$ cat src/rtl/ws2812_serializer.sv
// WS2812 NRZ serializer: continuously refreshes an LED chain from a colour word,
// snapshotting colordata once per frame at the end of the latch gap.
module ws2812_serializer #(
    parameter int unsigned N_LEDS  = 3,
    parameter int unsigned T0H     = 40,
    parameter int unsigned T1H     = 80,
    parameter int unsigned T_BIT   = 125,
    parameter int unsigned T_RESET = 6000
) (
    input  logic                  clk,
    input  logic                  reset,
    input  logic [24*N_LEDS-1:0]  colordata,
    output logic                  cled,
    output logic                  busy,
    output logic                  frame_done
);

    localparam int unsigned NBITS = 24 * N_LEDS;
    localparam int unsigned GAP_W = $clog2(T_RESET);
    localparam int unsigned PH_W  = $clog2(T_BIT);
    localparam int unsigned IDX_W = $clog2(NBITS);

    localparam logic [GAP_W-1:0] GAP_LAST = GAP_W'(T_RESET - 1);
    localparam logic [PH_W-1:0]  PH_LAST  = PH_W'(T_BIT - 1);
    localparam logic [PH_W-1:0]  T0H_L    = PH_W'(T0H);
    localparam logic [PH_W-1:0]  T1H_L    = PH_W'(T1H);
    localparam logic [IDX_W-1:0] IDX_LAST = IDX_W'(NBITS - 1);

    typedef enum logic {
        ST_GAP,
        ST_SEND
    } state_t;

    state_t             state;
    logic [GAP_W-1:0]   gap_cnt;
    logic [PH_W-1:0]    phase;
    logic [IDX_W-1:0]   bit_idx;
    logic [NBITS-1:0]   shreg;
    logic [PH_W-1:0]    high_len;

    always_comb begin
        high_len = shreg[NBITS-1] ? T1H_L : T0H_L;
    end

    always_ff @(posedge clk or negedge reset) begin
        if (!reset) begin
            state      <= ST_GAP;
            gap_cnt    <= '0;
            phase      <= '0;
            bit_idx    <= '0;
            shreg      <= '0;
            cled       <= 1'b0;
            busy       <= 1'b0;
            frame_done <= 1'b0;
        end else begin
            frame_done <= 1'b0;
            case (state)
                ST_GAP: begin
                    cled <= 1'b0;
                    busy <= 1'b0;
                    if (gap_cnt == GAP_LAST) begin
                        shreg   <= colordata;
                        bit_idx <= '0;
                        phase   <= '0;
                        gap_cnt <= '0;
                        state   <= ST_SEND;
                    end else begin
                        gap_cnt <= gap_cnt + 1'b1;
                    end
                end
                ST_SEND: begin
                    // Outputs lag phase by one edge, so each bit window stays exactly T_BIT wide.
                    cled <= (phase < high_len);
                    busy <= 1'b1;
                    if (phase == PH_LAST) begin
                        phase <= '0;
                        shreg <= {shreg[NBITS-2:0], 1'b0};
                        if (bit_idx == IDX_LAST) begin
                            frame_done <= 1'b1;
                            gap_cnt    <= '0;
                            state      <= ST_GAP;
                        end else begin
                            bit_idx <= bit_idx + 1'b1;
                        end
                    end else begin
                        phase <= phase + 1'b1;
                    end
                end
                default: state <= ST_GAP;
            endcase
        end
    end

endmodule

$ cat config.mk
export PLATFORM = sky130hd
export DESIGN_NAME = ws2812_serializer
export DESIGN_NICKNAME = d
export VERILOG_FILES = /design/src/rtl/ws2812_serializer.sv
export SDC_FILE = /design/constraint.sdc
export NUM_CORES = 1
export LEC_CHECK = 0
export ABC_AREA = 0
export BUFFER_PORTS_ARGS = -buffer_cell sky130_fd_sc_hd__buf_2
export CAP_MARGIN = 20
export CELL_PAD_IN_SITES_DETAIL_PLACEMENT = 0
export CELL_PAD_IN_SITES_GLOBAL_PLACEMENT = 1
export CORE_MARGIN = 8
export CORE_UTILIZATION = 44
export CTS_CLUSTER_DIAMETER = 30
export DETAILED_ROUTE_END_ITERATION = 10
export HOLD_SLACK_MARGIN = 0.02
export PLACE_DENSITY = 0.86
export RECOVER_POWER = 25
export SLEW_MARGIN = 10
export SYNTH_ARGS = -nofsm -noshare
export SYNTH_HDL_FRONTEND = slang
export SYNTH_SLANG_ARGS = --single-unit
$ cat constraint.sdc
create_clock -name clk -period 2.5 [get_ports clk]
set_input_delay 0.125 -clock clk [delete_from_list [all_inputs] [get_ports clk]]
set_output_delay 0.125 -clock clk [all_outputs]
set_load 0.05 [all_outputs]
==> results by group, run 1 <==
Run status
  • Status: finished, final reports clean

Timing
  • RSZ-0062 raised after global routing: false
  • Final hold vios: 0
  • Final setup viols: 0
  • Max Slew Vio Count: 0
  • Fin Setup TNS: 0 ns
  • Final Critical Period: 2.37 ns
  • Slew @ Worst Pin: 1.28 ns
  • Worst Skew: 0.00441 ns
  • WHS: 0.0685 ns
  • Relative slew slack: 14.7%
  • Final clock period utilization by the worst path: 94.8%
  • Fmax: 0.422 GHz

Global routing
  • Largest net degree at the start of global routing: 75
  • Antenna violations before repair: 0
  • Tot GR Track Use: between 10 and 15%
  • Number of global-route vias before repair: between 3000 and 4000
  • First-pass GRT wire length: about 18000 µm
  • Gr ovfl total: 0

Setup path
  • Setup CP Type: reg -> reg
  • Worst setup path startpoint: bit_idx[3]
  • Critical-path top delay cell: or4_4
  • CP startpoint kind: flop
  • Slowest cell delay on critical path: between 0.6 and 0.7 ns
  • WP data arrival: between 2 and 3 ns
  • Crit path max fanout: 11
  • Worst setup endpoint: gap_cnt[8]
  • R2R Path Start: bit_idx[3]
  • Cell count of the worst reg-to-reg path: 5
  • Reg2reg setup slack: 0.13 ns
  • CP Capture Type: flop
  • Critical path, cell by cell: or4b_4 -> or4_4 -> a2111oi_4 -> xnor2_1 -> nor2_1
  • Worst EP required: about 2.7 ns
  • R2r endpoint: gap_cnt[8]

Route
  • Drc violations: 0
  • Iteration-0 DRC Markers: 166
  • Antenna Nets Post-Route: 0
  • Vias: 3680
  • Wirelength per Cell: 14.1 µm
  • First-pass DRT Iterations: 6
  • Final WL: approximately 10000 µm
  • Via density per instance: slightly above 5

Placed design
  • Final RePlAce weighted congestion: 0.755
  • Port Buf Inserts: 76
  • Post-DP HPWL: about 7200 µm

Logic synthesis
  • Post-Synth XOR/XNOR Area: approximately 1.6%
  • Post-synthesis sequential area ratio: 51.9%
  • Cell variety after synth: 46
  • Largest family of logic cells by synthesized area: multiplexers
  • Synth Area in Simple Gates: 14.3%
  • Top cell type's share of synthesized area: 51.9%
  • Top cells by area, synth: dfrtp_1 52%, mux2i_1 15%, o21ai_0 8.3%, nand2_1 7.5%, clkbuf_1 2.0%
  • Cell area after synthesis: 4970 µm²
  • Adder-cell share of the synthesized area: under 10%
  • Cell taking the most area after synthesis: dfrtp_1
  • Synth Area in Compound Gates: 12.7%
  • Post-synth ARST share: 100%
  • Synthesized netlist cell count: 492
  • Post-synthesis mux area share: 14.7%
  • Ys flop type: dfrtp_1
  • Synth Register Bits: 103
  • Post-synth EDFFs: 0
  • Syn_nets: 573
  • Ys Warns: 0
  • Avg Inst Size Synth: 10.1 µm²

Finish
  • # nets final: 642
  • Layout cells sized above 1: between 10% and 20%
  • Most common cell after layout, fill and taps aside: dfrtp_1
  • Layout overhead on the synthesized area: 16.4%
  • Antenna cells: 0
  • Commonest non-fill, non-tap cells in the layout: 102 x dfrtp_1, 99 x nand2_1, 82 x o21ai_0

Floorplanning
  • Die area: between 10000 and 15000 µm²
  • Initial core utilization: 44.3%
  • IO Pins: between 70 and 80
  • Rows: 39
  • Die height: 122 µm
  • Die width: 122 µm
  • Core box area: 11200 µm²

Hold path
  • Beginning of the worst hold path: colordata[62]
  • HP Class: in -> reg

Power and ir drop
  • Leak: 2.62 nW
  • Seq pwr share: 54.4%
  • Switching power: 0.000634 W
  • Net Sw Frac: 20.7%
  • Clock power frac: 41.5%
  • Internal power: 0.00243 W
  • Comb power frac: 4.1%
  • Max VDD drop: just under 0.0003 V
  • PD cells: 529 nW/µm²

CTS
  • Post-CTS sizing: 0
  • Clock Path Buffers: 2
  • Total CTS buffers: 9
  • H-tree levels: 3
  • CTS sink count: 103
  • Setup repair bufs after CTS: 0
  • Clock Tree Root: clkbuf_16
  • Worst skew pair latency: between 0.3 and 0.4 ns
  • CTS tree: built
  • Clk slew on worst S/H paths: 0.06 ns

Job
  • # Max-Cap Violations: 0
[flip-flops by register name, indices dropped and copies added (netlist names)]
signal and count:
cled 1, busy 1, frame_done 1, bit_idx 7
gap_cnt 13, phase 7, state 1, shreg 72
[synth_stat cells (2+ instances only)]
master and number:
o31ai_1 2, nor3_1 5, a31oi_1 3, a21boi_1 2
o22ai_1 2, and3_1 3, a211oi_2 3, nor2_1 18
clkbuf_1 26, a21oi_1 4, o21ai_0 82, mux2i_1 73
or3_1 3, nand3_1 11, and4_1 2, xnor2_1 8
nand3b_1 2, inv_1 6, ha_1 7, nand4_1 3
dfrtp_1 103, buf_6 2, nand2_1 99
[critical path, delay by kind of cell (launching register included)]
family,cells,cell delay (ns)
AOI/OAI and AO/OA,1,0.39
xor gates and xnor gates,1,0.15
DFF,1,0.44
and+or+nand+nor,3,1.25
[cells by family after synthesis]
family | Yosys count
AO/OA/AOI/OAI | 108
XOR/XNOR | 9
adder cells (fa/ha/maj) | 7
buffers and inverters | 36
flip-flops | 103
multiplexers | 73
AND/OR/NAND/NOR | 156
[worst min-delay path by stage]
stage | end | slack (ns) | cells after the start
6_report | shreg[62] | 0.07 | 3
4_1_cts | shreg[2] | 0.06 | 3
5_1_grt | shreg[26] | 0.08 | 3
3_5_place_dp | bit_idx[1] | 0.21 | 1
3_3_place_gp | bit_idx[1] | 0.21 | 1
2_1_floorplan | bit_idx[0] | -0.17 | 0
[stage by stage]
step                      cell area [µm²]  setup slack (ns)  total power [W]  instances  utilization, %
final                                5790             0.129          0.00306        708            51.5
after detailed placement             5520             0.129          0.00183        692            49.2
after global routing                 5790            0.0289          0.00319        708            51.5
after floorplan                      4970             0.313          0.00173        492               -
after CTS                            5790             0.122          0.00311        708            51.6
after global placement               5520             0.156          0.00183        692            49.2
[power by group through the flow]
stage | logic (W) | registers [W] | clock network, W
3_5_place_dp | 0.000130 | 0.00170 | 0
5_1_grt | 0.000145 | 0.00166 | 0.00138
6_report | 0.000126 | 0.00167 | 0.00127
4_1_cts | 0.000131 | 0.00167 | 0.00131
3_3_place_gp | 0.000127 | 0.00170 | 0
2_1_floorplan | 0.0000276 | 0.00170 | 0
[repair_timing]
action	CTS	global route
endpoints found under the setup margin	0	0
hold buffers	1	0
endpoints found under the hold margin	49	0
[final cells by class]
| class | count | area, µm² |
|---|---|---|
| clock buffers | 14 | 254 |
| repair buffers | 88 | 493 |
| multi-input cells | 353 | 2250 |
| fillers | 1073 | 5440 |
| clock inverters | 1 | 5.00 |
| inverters | 6 | 22.5 |
| flip-flops and latches | 103 | 2580 |
| well taps | 143 | 179 |
[metal layers]
layer	vias to the layer above	track usage, %	wire (µm)
li1	1852	-	-
met1	1757	18.7	4570
met2	61	23.2	4880
met3	10	3.04	400
met4	0	5.94	157
met5	-	0	0
No activity file was read; power rests on OpenSTA's default activity.
==> run 2, diff against run 1 <==
- BUFFER_PORTS_ARGS: -buffer_cell sky130_fd_sc_hd__buf_2 -> default
- CORE_UTILIZATION: 44 -> 49
- DONT_BUFFER_PORTS: default -> 1
- PLACE_DENSITY: 0.86 -> 0.85
==> run 2 against run 1 <==
- the flow now finishes with violations (hold timing)
- clock skew increased by 0.0097 ns
- flip-flop and latch count unchanged
- first-iteration DRC count increased by 7.2%
- non-clock buffer count decreased by 9
- core utilization increased by 9.4 points
- total power decreased by 8.0%
- critical endpoint unchanged
- highest routed layer unchanged
==> results by group, run 2 (synthesis results as in run 1) <==
Setup path
  • WP data arrival: 2.62 ns (+0.03 ns)
  • CP startpoint kind: flop
  • CP top delay family: simple AND/OR/NAND/NOR gates
  • CP Capture Type: flop
  • Buf+Inv Stages, Crit Path: 0 (unchanged)
  • Critical-path top delay cell: or4_4
  • R2R Path Start: bit_idx[3]
  • Crit path max fanout: 11 (unchanged)
  • Worst setup path startpoint: bit_idx[3]
  • Reg2reg setup slack: 0.14 ns (about the same)
  • R2r endpoint: gap_cnt[8]
  • Slowest cell delay on critical path: 0.63 ns (about the same)
  • Worst EP required: 2.76 ns (+0.04 ns)
  • Cell count of the worst reg-to-reg path: 5 (unchanged)
  • Setup CP Type: reg -> reg
  • Critical path, cell by cell: or4b_4 -> or4_4 -> a2111oi_4 -> xnor2_1 -> nor2_1

Floorplanning
  • Die width: 117 µm (-4.6%)
  • Initial core utilization: 50.6% (+6.3 points)
  • Core box area: 9820 µm² (-13%)
  • Rows: 36 (-7.7%)
  • IO Pins: 77 (unchanged)
  • Die area: 13600 µm² (-8.9%)
  • Die height: 117 µm (-4.6%)

Global routing
  • Number of global-route vias before repair: 3753 (-0.32%)
  • Largest net degree at the start of global routing: 104 (+39%)
  • Tot GR Track Use: 16.7% (+2.3 points)
  • First-pass GRT wire length: 18000 µm (+2.3%)
  • Gr ovfl total: 0 (unchanged)
  • Antenna violations before repair: 0 (unchanged)

Timing
  • Fin Setup TNS: 0 ns (unchanged)
  • Max Slew Vio Count: 0 (unchanged)
  • Final hold vios: 103 (+103)
  • Final clock period utilization by the worst path: 94.3% (-0.49 points)
  • Worst Skew: 0.0141 ns (+0.00971 ns)
  • Fmax: 0.424 GHz (+0.52%)
  • Final setup viols: 0 (unchanged)
  • Slew @ Worst Pin: 0.934 ns (-0.346 ns)
  • Relative slew slack: 37.8% (+23 points)
  • WHS: -0.560 ns (-0.628 ns)
  • RSZ-0062 raised after global routing: false
  • Final Critical Period: 2.36 ns (-0.0122 ns)

Route
  • Drc violations: 0 (unchanged)
  • Via density per instance: 5.33 (+2.6%)
  • First-pass DRT Iterations: 4 (-2)
  • Wirelength per Cell: 15.6 µm (+10%)
  • Iteration-0 DRC Markers: 178 (+7.2%)
  • Final WL: 10700 µm (+7.1%)
  • Antenna Nets Post-Route: 0 (unchanged)
  • Vias: 3675 (-0.14%)

Power and ir drop
  • Switching power: 0.000592 W (-6.7%)
  • Max VDD drop: 0.000269 V (-8.9%)
  • Internal power: 0.00222 W (-8.4%)
  • Comb power frac: 4.4% (+0.3 points)
  • Leak: 2.57 nW (-2.0%)
  • Seq pwr share: 59.1% (+4.7 points)
  • Clock power frac: 36.4% (-5.1 points)
  • Total power: 0.00281 W (-8.0%)
  • PD cells: 470 nW/µm² (-11%)
  • Net Sw Frac: 21.0% (+0.30 points)

Finish
  • Commonest non-fill, non-tap cells in the layout: 102 x dfrtp_1, 99 x nand2_1, 82 x o21ai_0
  • Layout overhead on the synthesized area: 20.4%
  • Most common cell after layout, fill and taps aside: dfrtp_1
  • Max reg flops: 72 (unchanged)
  • Fill count: 821 (-23%)
  • Largest Register: shreg
  • Final non-filler cell area: 5980 µm² (+3.4%)
  • Antenna cells: 0 (unchanged)
  • # nets final: 633 (-1.4%)
  • Top flop regs: shreg: 72 flops, gap_cnt: 13 flops
  • Layout cells sized above 1: 6.12% (-13 points)

Placed design
  • Post-place instance area: 5080 µm² (-8.0%)
  • Port Buf Inserts: 0 (-100%)
  • Post-DP HPWL: 6690 µm (-6.9%)
  • Final RePlAce weighted congestion: 0.744 (-1.5%)

CTS
  • H-tree levels: 3 (unchanged)
  • Clock Tree Root: clkbuf_8
  • Clk slew on worst S/H paths: 0.09 ns (+0.03 ns)
  • Worst skew pair latency: 0.37 ns (+0.03 ns)
  • Post-CTS sizing: 0 (unchanged)
  • Total CTS buffers: 9 (unchanged)
  • Clock Path Buffers: 2 (unchanged)
  • Setup repair bufs after CTS: 0 (unchanged)
  • CTS tree: built
  • CTS Hold Bufs: 71 (+70)
  • CTS sink count: 103 (unchanged)

Run status
  • Failing checks: hold timing
  • Status: complete, but fails checks

Job
  • # Max-Cap Violations: 0 (unchanged)

Hold path
  • HP Class: in -> async
## run 2: per-stage QoR
step	setup slack [ns]	utilization [%]	instances
floorplan	0.313	-	492
global placement	0.170	51.7	603
detailed placement	0.157	51.7	603
CTS	0.146	60.9	689
global route	0.0139	60.9	689
finish	0.142	60.9	689
## run 2: per-layer routing
metal	global-route usage [%]	part of all wire (%)
met1	21.1	46
met2	26.8	48
met4	6.06	1.5
met3	4.76	5.0
met5	0	0
## run 2: worst reg2reg max path, delay by kind of cell, from the launching register on
family | cells | cell delay, ns
simple gates | 3 | 1.25
flops | 1 | 0.45
compound gates | 1 | 0.39
xor+xnor | 1 | 0.15
## run 2: cell type report
| class | instances | area (µm²) | share of cell area, % |
|---|---|---|---|
| timing repair buffer | 79 | 771 | 12.9 |
| clock inverter | 2 | 13.8 | 0.230 |
| tap | 133 | 166 | 2.78 |
| inverter | 6 | 22.5 | 0.376 |
| clock buffer | 13 | 179 | 2.99 |
| sequential | 103 | 2580 | 43.1 |
| multi-input combinational | 353 | 2250 | 37.6 |
## run 2: power by group through the flow
stage          clock (W)  combinational, W  sequential [W]
2_1_floorplan          0         0.0000276         0.00170
3_3_place_gp           0         0.0000309         0.00170
3_5_place_dp           0         0.0000331         0.00170
4_1_cts          0.00105          0.000124         0.00166
5_1_grt          0.00111          0.000136         0.00166
6_report         0.00103          0.000125         0.00166
## run 2: worst max path at each step
| stage | cells after the start | endpoint |
|---|---|---|
| after detailed placement | 5 | gap_cnt[8] |
| after CTS | 5 | gap_cnt[8] |
| after global placement | 5 | gap_cnt[8] |
| after global routing | 5 | gap_cnt[8] |
| after floorplan | 6 | gap_cnt[11] |
| final | 5 | gap_cnt[8] |
